===== src/rtl/counter_pkg.sv =====
// ----------------------------------------------------------------------------
// counter_pkg
//
// Shared definitions for the counter family (loadable up-counter,
// down-counter/timer). Holds the control-state encoding and the default
// counter width so every member agrees on both.
//
// Contents:
//   COUNTER_WIDTH    default counter / parallel-load width in bits
//   counter_state_e  control state: IDLE, RUN, DONE
//   is_zero()        helper: 1 when a counter value is all zeros
// ----------------------------------------------------------------------------
package counter_pkg;

    localparam int COUNTER_WIDTH = 4;

    typedef enum logic [1:0] {
        IDLE = 2'd0,
        RUN  = 2'd1,
        DONE = 2'd2
    } counter_state_e;

    // Zero test kept width-agnostic so callers can pass any counter width
    // up to 32 bits without writing their own reduction.
    function automatic logic is_zero(input logic [31:0] value);
        return (value == 32'd0);
    endfunction

endpackage : counter_pkg


===== src/rtl/down_counter_timer.sv =====
// ----------------------------------------------------------------------------
// down_counter_timer
//
// Loadable down-counter / timer. A preset is parallel-loaded (same format the
// loadable up-counter produces), then counted down to zero on enabled edges.
// Reaching zero produces a one-clock terminal-count pulse. In one-shot mode
// the timer then parks in DONE; with auto-reload it refills from the reload
// register on the next enabled edge and keeps running as a periodic ticker.
//
// Parameters:
//   WIDTH      counter and load width in bits (>= 2)
//
// Ports:
//   clk        clock, all state updates on the rising edge
//   rst        asynchronous, active-high reset
//   load       parallel load of d into count and reload registers
//   d          value to load
//   start      begin / resume counting (level sampled per edge)
//   stop       pause counting, count held
//   en         count enable; RUN only advances on edges with en=1
//   reload_en  1 = periodic (auto-reload at zero), 0 = one-shot
//   q          current count (registered)
//   busy       1 while in RUN (decoded from the state register)
//   tc         terminal-count pulse, one clk wide (registered)
//   done       one-shot finished; held until load or start
//
// Per-edge priority: rst > load > stop > start > count.
// ----------------------------------------------------------------------------
module down_counter_timer
    import counter_pkg::*;
#(
    parameter int WIDTH = COUNTER_WIDTH
) (
    input  logic             clk,
    input  logic             rst,
    input  logic             load,
    input  logic [WIDTH-1:0] d,
    input  logic             start,
    input  logic             stop,
    input  logic             en,
    input  logic             reload_en,
    output logic [WIDTH-1:0] q,
    output logic             busy,
    output logic             tc,
    output logic             done
);

    localparam logic [WIDTH-1:0] ONE = WIDTH'(1);

    counter_state_e   state;
    logic [WIDTH-1:0] rld;

    logic q_zero;
    logic rld_zero;

    assign q_zero   = is_zero(32'(q));
    assign rld_zero = is_zero(32'(rld));

    // busy is a pure decode of the state register, so it changes only on
    // clock edges (or reset) and has no path from any input.
    assign busy = (state == RUN);

    // NOTE: all state lives in one clocked block with non-blocking
    // assignments, so every register samples pre-edge values and the
    // "default then override" pattern below (tc) is race-free.
    // NOTE: reset is asynchronous; every register, including the reload
    // register, has a defined reset value so a mid-count abort leaves no
    // stale preset behind.
    always_ff @(posedge clk or posedge rst) begin
        if (rst) begin
            state <= IDLE;
            q     <= '0;
            rld   <= '0;
            tc    <= 1'b0;
            done  <= 1'b0;
        end else begin
            // tc is a single-cycle pulse: cleared on every edge unless the
            // 1 -> 0 transition below re-asserts it.
            tc <= 1'b0;

            if (load) begin
                q     <= d;
                rld   <= d;
                state <= IDLE;
                done  <= 1'b0;
            end else begin
                case (state)
                    IDLE: begin
                        // A zero count has nothing to time, so start is
                        // ignored; stop outranks start on the same edge.
                        if (!stop && start && !q_zero) begin
                            state <= RUN;
                        end
                    end

                    RUN: begin
                        if (stop) begin
                            // Pause: q is held so a later start resumes.
                            state <= IDLE;
                        end else if (en) begin
                            if (q > ONE) begin
                                q <= q - ONE;
                            end else if (q == ONE) begin
                                q  <= '0;
                                tc <= 1'b1;
                                // reload_en is only consulted here, at the
                                // 1 -> 0 edge; changing it elsewhere is benign.
                                if (!reload_en) begin
                                    state <= DONE;
                                    done  <= 1'b1;
                                end
                            end else begin
                                // q == 0 in RUN only happens in periodic
                                // mode: the zero state lasts one enabled edge,
                                // giving a period of preset+1 enabled edges.
                                q <= rld;
                            end
                        end
                    end

                    DONE: begin
                        if (!stop && start && !rld_zero) begin
                            q     <= rld;
                            done  <= 1'b0;
                            state <= RUN;
                        end
                    end

                    default: begin
                        state <= IDLE;
                    end
                endcase
            end
        end
    end

endmodule : down_counter_timer


===== config.mk =====
export PLATFORM = sky130hd
export DESIGN_NAME = down_counter_timer
export DESIGN_NICKNAME = d
export VERILOG_FILES = /design/src/rtl/counter_pkg.sv /design/src/rtl/down_counter_timer.sv
export SDC_FILE = /design/constraint.sdc
export NUM_CORES = 1
export LEC_CHECK = 0
export ABC_CLOCK_PERIOD_IN_PS = 2500
export BUFFER_PORTS_ARGS = -buffer_cell sky130_fd_sc_hd__buf_2
export CORE_MARGIN = 3
export CORE_UTILIZATION = 54
export DETAILED_ROUTE_END_ITERATION = 10
export GPL_ROUTABILITY_DRIVEN = 0
export PLACE_DENSITY = 0.87
export SLEW_MARGIN = 15
export SYNTH_ARGS = -nofsm -noshare
export SYNTH_HDL_FRONTEND = slang
export SYNTH_SLANG_ARGS = --single-unit

===== constraint.sdc =====
create_clock -name clk -period 2.5 [get_ports clk]
set_input_delay 0.5 -clock clk [delete_from_list [all_inputs] [get_ports clk]]
set_output_delay 0.5 -clock clk [all_outputs]
set_load 0.03 [all_outputs]

== Word level (Yosys, flattened, before mapping) ==
Cells that the tools add are included.

* Bits in registers: 12
* Bits of input ports: 11
* Output and inout port bits: 7
* Word-level logic and storage cells: 64

* $add $sub $neg: 1
* Order comparisons: 1
* Equal/unequal tests: 14
* Multiplexer cells: 30
* Reductions and logical operators: 13

{| class="wikitable"
|+ Operator list
! operator !! count
|-
| $mux 4 || 6
|-
| $ne 3x3->1 const B || 6
|-
| $mux 2 || 8
|-
| $mux 1 || 13
|-
| $ne 4x4->1 const B || 3
|-
| $logic_not 4->1 || 2
|-
| $pmux 4 s2 || 1
|-
| $reduce_and 7->1 || 1
|-
| $pmux 2 s3 || 1
|-
| $reduce_and 6->1 || 1
|-
| $eq 4x1->1 const B || 1
|-
| $gt 4x1->1 const B || 1
|-
| $ne 4x3->1 const B || 1
|-
| $reduce_and 4->1 || 1
|-
| $sub 4x1->4 const B || 1
|-
| $logic_and 1x1->1 || 3
|-
| $logic_not 1->1 || 3
|-
| $ne 3x2->1 const B || 1
|-
| $reduce_bool 3->1 || 1
|-
| $eq 2x1->1 const B || 1
|-
| $eq 2x2->1 const B || 1
|-
| $logic_not 2->1 || 1
|-
| $pmux 1 s2 || 1
|}

== Logic depth before layout (Yosys ltp) ==
Gate-level depths: netlist (run 1).

* Word-level depth: 7
* Depth in mapped cells: 6
* Depth with buffers taken out: 6

== Worst setup path after synthesis (run 1) ==
No wires, ideal clock.

* Kind: reg2reg
* From: register q[0]
* To: register q[0]
* Library setup time: 0.125 ns
* Arrival: 1.696 ns
* Path slack: 0.679 ns
* Cell stages (with the launch flop): 7
* Buffers on the path: 0
* Clock period less this slack: 1.821 ns
* Path through: dfrtp_1 inv_1 ha_1 nor2_1 o311ai_0 o221ai_1 mux2_4

* Word-level cells in the longest chain between the ends: 7
* Elaborated cells between the ends (all ways): 9
* Classes of those cells: 1 x add/sub; 1 x order compare; 1 x eq/ne; 6 x mux

{| class="wikitable"
|+ RTL lines
! element !! line !! RTL
|-
| start: declaration || down_counter_timer.sv:42 || <nowiki>output logic [WIDTH-1:0] q,</nowiki>
|-
| start signal: assignment || down_counter_timer.sv:102 || <nowiki>q <= q - ONE;</nowiki>
|-
| start signal: assignment || down_counter_timer.sv:116 || <nowiki>q <= rld;</nowiki>
|-
| start signal: assignment || down_counter_timer.sv:123 || <nowiki>q <= rld;</nowiki>
|-
| branches (longest 2 deep; another with $sub 4x1->4) || -- ||
|-
| $mux 4 (*) || down_counter_timer.sv:101 || <nowiki>if (q > ONE) begin</nowiki>
|-
| $mux 4 (*) || down_counter_timer.sv:100 || <nowiki>end else if (en) begin</nowiki>
|-
| $mux 4 (*) || down_counter_timer.sv:97 || <nowiki>if (stop) begin</nowiki>
|-
| $pmux 4 s2 (*) || down_counter_timer.sv:87 || <nowiki>case (state)</nowiki>
|-
| $mux 4 (*) || down_counter_timer.sv:81 || <nowiki>if (load) begin</nowiki>
|}

Every way passes the cells marked *. The select of a mux whose other input is x is not followed.
A chain may end at the register's enable or synchronous reset.

== Worst setup path in the final report (run 1) ==
Same ends and word-level chain as after synthesis.

==> results.json, run 1 <==
{
  "nets": 112,
  "critical_path_class": "reg2reg",
  "wl_per_cell_um": 15.4,
  "clkLatencyLatePin_ns": 0.28,
  "hold_viol": 0,
  "drc": 0,
  "cpMaxStageDelayCell": "dfrtp_1",
  "finalInstanceArea_um2": 867,
  "min_period_over_period": 0.769,
  "grt_pass1_vias": 644,
  "grt_pass1_wl_um": 2830,
  "fin_worst_skew_ns": 0.000606,
  "cts_resized": 0,
  "worst_setup_path_start_kind": "flip-flop",
  "synth.distinct_cells": 32,
  "nFillCells": 88,
  "root_buffer": "clkbuf_4",
  "cts_buffers": 3,
  "io_buffers": 17,
  "die_area_um2": 1840,
  "synth-seq-area-share": 0.410,
  "r2r_cells": 6,
  "endpoint_kind": "flip-flop",
  "yosysWarnings": 0,
  "core-area_um2": 1190,
  "maxCapViolCount": 0,
  "avgViaCountPerCell": 6.11,
  "outcome": "finished clean",
  "ir_drop_mv": 0.584,
  "rsz0062_at_grt": "no",
  "vias": 678,
  "cts-htree-levels": 1,
  "syn-num-nets": 91,
  "cpPeakStageDelay_ns": 0.45,
  "setup_viol": 0,
  "die_h_um": 42.9,
  "die_w_um": 42.9,
  "layout_common_cells": "buf_2, nand2_1, dfrtp_1",
  "grt_start_max_net_pins": 13,
  "syn_area_um2": 733,
  "syn_inst": 77,
  "num_rows": 12,
  "dpl_cell_area_um2": 831,
  "tns_ns": 0,
  "postSynthAreaPerCell_um2": 9.52,
  "io_pins": 18,
  "area_growth_pct": 18.3,
  "numClockSinks": 12,
  "arrival_ns": 2.09,
  "drt_iter0_drc": 23,
  "antenna_found_initial": 0,
  "cts_setup_buffers": 0,
  "p_per_area_nw_per_um2": 778,
  "fmax_mhz": 520,
  "cts.clk_slew.worst_paths_ns": 0.08,
  "dpl.hpwl_um": 1290,
  "cp_cell_sequence": "inv_1 > ha_1 > nor2_1 > o311ai_0 > o221ai_1 > mux2_4",
  "grt_overflow_total": 0,
  "min_period_ns": 1.92,
  "timing.critical_path.required_ns": 2.67,
  "worstPathMaxFanout": 7,
  "slew_viol_final": 0,
  "slew_headroom": 0.613,
  "grt.total_usage": 0.204,
  "drt-pass1-iter-count": 4,
  "total_power_uw": 675,
  "postCtsHoldBufs": 0,
  "drive_above_1_share": 0.299,
  "worstMarginPinSlew_ns": 0.575,
  "p_leak_uw": 0.000426,
  "start_util": 0.618,
  "cts_tree": "built",
  "layout_commonest_cell": "buf_2",
  "antennaDiodeCount": 0,
  "ys_ff_latch": 12,
  "antenna_left": 0,
  "hold_path.class": "in2async",
  "cts_buffer_depth": 2,
  "routed_wl_um": 1710
}
## per-layer routing
layer | share of wire | global-route usage
met1 | 0.44 | 0.257
met2 | 0.48 | 0.338
met3 | 0.060 | 0.0424
met4 | 0.023 | 0.0745
met5 | 0 | 0
## through the flow
| stage | utilization | std cells | setup slack (ns) | hold WS, ns |
|---|---|---|---|---|
| after floorplan | - | 77 | 0.679 | 0.365 |
| after global placement | 0.700 | 107 | 0.712 | 0.483 |
| after detailed placement | 0.700 | 107 | 0.627 | 0.490 |
| after CTS | 0.731 | 111 | 0.594 | 0.235 |
| after global routing | 0.731 | 111 | 0.460 | 0.248 |
| final | 0.731 | 111 | 0.577 | 0.214 |
## worst max-delay path, delay by kind of cell (launching register included)
family | cells | cell delay (ns)
AND/OR/NAND/NOR | 1 | 0.06
multiplexers | 1 | 0.29
flip-flops | 1 | 0.45
buffers and inverters | 1 | 0.12
AO/OA/AOI/OAI | 2 | 0.66
adder cells (fa/ha/maj) | 1 | 0.24
## cell usage after synthesis
library cell | count | area [µm²]
a21oi_1 | 1 | 5.00
o311ai_0 | 1 | 8.76
nand4bb_1 | 1 | 11.3
nand3_1 | 1 | 5.00
a22o_2 | 1 | 10.0
nor2_1 | 7 | 26.3
nand2_1 | 13 | 48.8
o211a_1 | 1 | 10.0
nor4_1 | 2 | 12.5
o311a_4 | 1 | 21.3
a211oi_1 | 1 | 7.51
nor4b_1 | 1 | 8.76
nand4_1 | 1 | 6.26
o21ai_0 | 5 | 25.0
a221oi_1 | 1 | 8.76
buf_2 | 1 | 5.00
nand2b_1 | 1 | 6.26
and4_1 | 1 | 8.76
inv_1 | 5 | 18.8
a31oi_1 | 1 | 6.26
mux2_2 | 1 | 11.3
nor2b_2 | 1 | 8.76
dfrtp_1 | 12 | 300
nand2b_4 | 1 | 13.8
nor3_1 | 3 | 15.0
nor2b_1 | 1 | 6.26
or3b_1 | 1 | 8.76
ha_1 | 3 | 37.5
o31ai_1 | 2 | 15.0
mux2_4 | 2 | 30.0
o221ai_1 | 2 | 17.5
and2b_2 | 1 | 8.76
## state kept, by name, summed over array words and instances (netlist names)
signal / flops
q: 4
tc: 1
rld: 4
done: 1
state: 2
## cells by family after synthesis
group / share of synthesized area
adder cells (fa/ha/maj): 0.0512
AO/OA/AOI/OAI: 0.184
buffers and inverters: 0.0324
AND/OR/NAND/NOR: 0.266
multiplexers: 0.0563
flip-flops: 0.410
## worst paths after layout
kind,from,endpoint,slack [ns]
max,q[0],q[0],0.58
min,rst,state[0],0.21
max reg2reg,q[0],q[0],0.58
min reg2reg,rld[1],rld[1],0.51
max in group asynchronous,rst,q[0],1.97
min in group clk,d[1],rld[1],0.44
## layout make-up
type | instances | area [µm²] | share of cell area
Multi-Input combinational cell | 59 | 409 | 0.472
Tap cell | 14 | 17.5 | 0.0202
Timing Repair Buffer | 17 | 85.1 | 0.0981
Sequential cell | 12 | 300 | 0.346
Inverter | 5 | 18.8 | 0.0216
Clock buffer | 4 | 36.3 | 0.0418
## power by group
part / switching (µW) / leakage, µW / internal [µW]
combinational: 149 / 0.000253 / 102
clock: 69.9 / 0.0000210 / 88.7
sequential: 42.0 / 0.000152 / 223
total: 261 / 0.000426 / 414
(Power assumes the default switching activity.)
==> run 2: changes to the inputs <==
--- a/config.mk
+++ b/config.mk
@@ -5,13 +5,13 @@
 export SDC_FILE = /design/constraint.sdc
 export NUM_CORES = 1
 export LEC_CHECK = 0
-export ABC_CLOCK_PERIOD_IN_PS = 2500
+export ABC_CLOCK_PERIOD_IN_PS = 1900
 export BUFFER_PORTS_ARGS = -buffer_cell sky130_fd_sc_hd__buf_2
 export CORE_MARGIN = 3
-export CORE_UTILIZATION = 54
+export CORE_UTILIZATION = 50
 export DETAILED_ROUTE_END_ITERATION = 10
 export GPL_ROUTABILITY_DRIVEN = 0
-export PLACE_DENSITY = 0.87
+export PLACE_DENSITY = 0.82
 export SLEW_MARGIN = 15
 export SYNTH_ARGS = -nofsm -noshare
 export SYNTH_HDL_FRONTEND = slang
==> constraint.sdc (replaced) <==
create_clock -name clk -period 1.9 [get_ports clk]
set_input_delay 0.38 -clock clk [delete_from_list [all_inputs] [get_ports clk]]
set_output_delay 0.38 -clock clk [all_outputs]
set_load 0.03 [all_outputs]
==> run 2 against run 1 <==
Net effect:
- wire length decreased by 1.9%
- cell count up 0.90%
- hold slack worse by 0.13 ns
- first-iteration DRC count down 30%
- global-route usage down 0.50 points
- clock skew rose by 0.0017 ns
- largest cell class unchanged
- critical path type unchanged
==> results.json, run 2 (same netlist as run 1, synthesis figures left out) <==
{
  "antenna_left": 0,
  "cpPeakStageDelay_ns": 0.45,
  "hold_ws_ns": 0.0863,
  "cts_buffers": 3,
  "seq_power_share": 0.389,
  "fin_worst_skew_ns": 0.00231,
  "worstPathMaxFanout": 7,
  "cp_num_buf_inv": 1,
  "dpl.hpwl_um": 1200,
  "hold_path.class": "in2async",
  "p_leak_uw": 0.000427,
  "min_period_ns": 1.72,
  "slew_viol_final": 0,
  "cts-htree-levels": 1,
  "cp_cell_sequence": "inv_1 > ha_1 > nor2_1 > o311ai_1 > o221ai_1 > mux2_4",
  "endpoint_kind": "flip-flop",
  "drt-pass1-iter-count": 4,
  "wl_per_cell_um": 15.0,
  "dpl_cell_area_um2": 832,
  "core-area_um2": 1330,
  "worst_setup_path_start_kind": "flip-flop",
  "die_w_um": 44.3,
  "arrival_ns": 1.90,
  "grt_start_max_net_pins": 13,
  "p_per_area_nw_per_um2": 1020,
  "combPwrFrac": 0.373,
  "outcome": "finished clean",
  "hold_viol": 0,
  "routed_wl_um": 1680,
  "timing.critical_path.required_ns": 2.08,
  "total_power_uw": 894,
  "area_growth_pct": 19.3,
  "antennaDiodeCount": 0,
  "top_regs": "q: 4 flops, rld: 4 flops, state: 2 flops",
  "fin_cells": 112,
  "layout_commonest_cell": "buf_2",
  "slew_headroom": 0.586,
  "grt_pass1_wl_um": 2860,
  "io_pins": 18,
  "dp_cells": 108,
  "nFillCells": 107,
  "num_rows": 13,
  "drive_above_1_share": 0.309,
  "crit_family": "compound AO/OA/AOI/OAI gates",
  "tns_ns": 0,
  "drc": 0,
  "avgViaCountPerCell": 5.82,
  "cts_tree": "built",
  "start_util": 0.550,
  "die_area_um2": 1960,
  "min_period_over_period": 0.905,
  "grt_pass1_vias": 664,
  "grt_overflow_total": 0,
  "clkLatencyLatePin_ns": 0.28,
  "rsz0062_at_grt": "no",
  "io_buffers": 17,
  "root_buffer": "clkbuf_4",
  "drt_iter0_drc": 16,
  "cts_buffer_depth": 2,
  "maxCapViolCount": 0,
  "antenna_found_initial": 0,
  "setup_viol": 0,
  "p_int_uw": 547,
  "numClockSinks": 12,
  "p_clk_frac": 0.238,
  "worstMarginPinSlew_ns": 0.615,
  "layout_common_cells": "buf_2, nand2_1, dfrtp_1",
  "grt.total_usage": 0.199,
  "cts.clk_slew.worst_paths_ns": 0.08,
  "nets": 112,
  "p_sw_uw": 347,
  "fmax_mhz": 581,
  "vias": 652,
  "finalInstanceArea_um2": 875,
  "cpMaxStageDelayCell": "dfrtp_1",
  "die_h_um": 44.3,
  "ir_drop_mv": 0.597,
  "switching_share": 0.388,
  "critical_path_class": "reg2reg"
}
run 2: cell types whose count changed in the layout (fill, tap and decap cells not counted):
| cell | change |
|---|---|
| nor4b_1 | -1 |
| o311ai_0 | -1 |
| nor4b_2 | +1 |
| o311ai_1 | +1 |
run 2: power by group through the flow:
stage / clock (µW) / sequential (µW) / combinational (µW)
after floorplan: 0 / 397 / 192
after global placement: 0 / 349 / 322
after detailed placement: 0 / 349 / 330
after CTS: 215 / 344 / 332
after global routing: 225 / 357 / 367
final: 213 / 347 / 333
run 2: final timing paths:
kind	depth (start not counted)	start	slack, ns	to
setup / recovery	6	q[0]	0.18	q[0]
min in group clk	3	d[1]	0.32	rld[1]
hold reg to reg	2	done	0.51	done
setup reg to reg	6	q[0]	0.18	q[0]
max in group asynchronous	2	rst	1.50	q[2]
hold / removal	2	rst	0.09	done
run 2: layout make-up:
class                      count  area [µm²]  share of cell area
timing repair buffer          17        85.1              0.0973
tap                           15        18.8              0.0215
inverter                       5        18.8              0.0215
multi-input combinational     59         415               0.475
clock buffer                   4        36.3              0.0415
sequential                    12         300               0.343
run 2: repair_timing:
action / 4_1_cts / 5_1_grt
resized for setup: 0 / 2
buffers inserted: 0 / 0
endpoints found under the hold margin: 0 / 0
setup endpoints to repair: 0 / 3
hold buffers: 0 / 0
run 2: through the flow:
step,utilization,setup slack (ns)
6_report,0.656,0.180
5_1_grt,0.656,0.0414
4_1_cts,0.651,0.0677
3_5_place_dp,0.624,0.0878
3_3_place_gp,0.624,0.139
2_1_floorplan,-,0.0789
run 2: routing by layer:
layer / share of wire / track usage / vias up
li1: - / - / 324
met2: 0.48 / 0.297 / 23
met4: 0.0060 / 0.0964 / 0
met3: 0.072 / 0.0813 / 2
met1: 0.45 / 0.248 / 303
met5: 0 / 0 / -
==> run 3: changes to the inputs <==
--- a/config.mk
+++ b/config.mk
@@ -11,7 +11,7 @@
 export CORE_UTILIZATION = 50
 export DETAILED_ROUTE_END_ITERATION = 10
 export GPL_ROUTABILITY_DRIVEN = 0
-export PLACE_DENSITY = 0.82
+export PLACE_DENSITY = 0.73
 export SLEW_MARGIN = 15
 export SYNTH_ARGS = -nofsm -noshare
 export SYNTH_HDL_FRONTEND = slang
==> run 3 against run 2 <==
Net effect:
- fmax is 2.5% lower
- combinational power is essentially flat
- design area decreased by 1.6%
==> results.json, run 3 (same netlist as run 1, synthesis figures left out) <==
{
  "cts_setup_buffers": 0,
  "cts.clk_slew.worst_paths_ns": 0.07,
  "tns_ns": 0,
  "antenna_found_initial": 0,
  "hold_viol": 0,
  "cts_buffers": 3,
  "worstMarginPinSlew_ns": 0.526,
  "finalInstanceArea_um2": 861,
  "ir_drop_mv": 0.660,
  "die_area_um2": 1960,
  "cts_resized": 0,
  "slew_viol_final": 0,
  "rsz0062_at_grt": "no",
  "grt_pass1_vias": 591,
  "drt_iter0_drc": 20,
  "wl_per_cell_um": 14.6,
  "drive_above_1_share": 0.302,
  "start_util": 0.550,
  "area_growth_pct": 17.4,
  "cts_buffer_depth": 2,
  "layout_common_cells": "buf_2, nand2_1, dfrtp_1",
  "p_clk_frac": 0.184,
  "vias": 666,
  "dpl.hpwl_um": 1250,
  "cts-htree-levels": 1,
  "io_pins": 18,
  "seq_power_share": 0.417,
  "dpl_cell_area_um2": 832,
  "grt.total_usage": 0.181,
  "timing.critical_path.required_ns": 2.06,
  "routed_wl_um": 1620,
  "combPwrFrac": 0.399,
  "drc": 0,
  "fmax_mhz": 567,
  "min_period_ns": 1.76,
  "grt_pass1_wl_um": 2580,
  "grt_start_max_net_pins": 13,
  "cts_tree": "built",
  "die_h_um": 44.3,
  "layout_commonest_cell": "buf_2",
  "worst_setup_path_start_kind": "flip-flop",
  "p_sw_uw": 335,
  "avgViaCountPerCell": 6.00,
  "die_w_um": 44.3,
  "clkLatencyLatePin_ns": 0.27,
  "root_buffer": "clkbuf_4",
  "p_leak_uw": 0.000420,
  "outcome": "finished clean",
  "setup_viol": 0,
  "top_regs": "q: 4 flops, rld: 4 flops, state: 2 flops",
  "core-area_um2": 1330,
  "critical_path_class": "reg2reg",
  "arrival_ns": 1.92,
  "min_period_over_period": 0.928,
  "slew_headroom": 0.645,
  "postCtsHoldBufs": 0,
  "antenna_left": 0,
  "worstPathMaxFanout": 7,
  "num_rows": 13,
  "nets": 112,
  "drt-pass1-iter-count": 4,
  "maxCapViolCount": 0,
  "hold_path.class": "in2async",
  "endpoint_kind": "flip-flop",
  "numClockSinks": 12,
  "switching_share": 0.399,
  "p_per_area_nw_per_um2": 976,
  "p_int_uw": 504,
  "fin_worst_skew_ns": 0.000243,
  "grt_overflow_total": 0,
  "io_buffers": 17,
  "antennaDiodeCount": 0
}
==> run 3: final cells by class <==
| type | count | area, µm² |
|---|---|---|
| Sequential cell | 12 | 300 |
| Fill cell | 119 | 473 |
| Tap cell | 15 | 18.8 |
| Inverter | 5 | 18.8 |
| Timing Repair Buffer | 17 | 85.1 |
| Multi-Input combinational cell | 59 | 415 |
| Clock buffer | 3 | 22.5 |
==> run 3: path summary, 6_finish.rpt <==
path                            startpoint  depth (start not counted)     end  slack, ns
worst max-delay path                  q[0]                          6    q[0]       0.14
worst min-delay path                   rst                          2    q[2]       0.11
worst max register to register        q[0]                          6    q[0]       0.14
worst min register to register      rld[3]                          2  rld[3]       0.51
max in group asynchronous              rst                          2    q[3]       1.47
min in group clk                      d[1]                          3  rld[1]       0.32
==> run 3: worst max-delay path: stages (launching register included) <==
cell and delay (ns):
dfrtp_1 0.45, inv_1 0.12, ha_1 0.25, nor2_1 0.07, o311ai_1 0.30, o221ai_1 0.18
mux2_4 0.28
==> run 3: metal layers <==
layer | vias up | global-route usage | share of wire
met5 | - | 0 | 0
met4 | 0 | 0.108 | 0.024
met3 | 5 | 0.0244 | 0.052
met2 | 21 | 0.299 | 0.48
met1 | 316 | 0.223 | 0.44
li1 | 324 | - | -
==> run 3: through the flow <==
| stage | instances | power, µW | hold slack (ns) | util | setup slack (ns) |
|---|---|---|---|---|---|
| 2_1_floorplan | 77 | 589 | 0.245 | - | 0.0789 |
| 3_3_place_gp | 108 | 672 | 0.401 | 0.624 | 0.127 |
| 3_5_place_dp | 108 | 679 | 0.408 | 0.624 | 0.0748 |
| 4_1_cts | 111 | 833 | 0.119 | 0.641 | 0.0372 |
| 5_1_grt | 111 | 891 | 0.125 | 0.645 | 0.00590 |
| 6_report | 111 | 840 | 0.110 | 0.645 | 0.136 |
==> run 3: power groups by stage <==
stage / Clock (µW) / Combinational [µW] / Sequential [µW]
global placement: 0 / 322 / 349
detailed placement: 0 / 325 / 354
global route: 168 / 364 / 359
CTS: 155 / 328 / 350
floorplan: 0 / 192 / 397
finish: 155 / 335 / 350
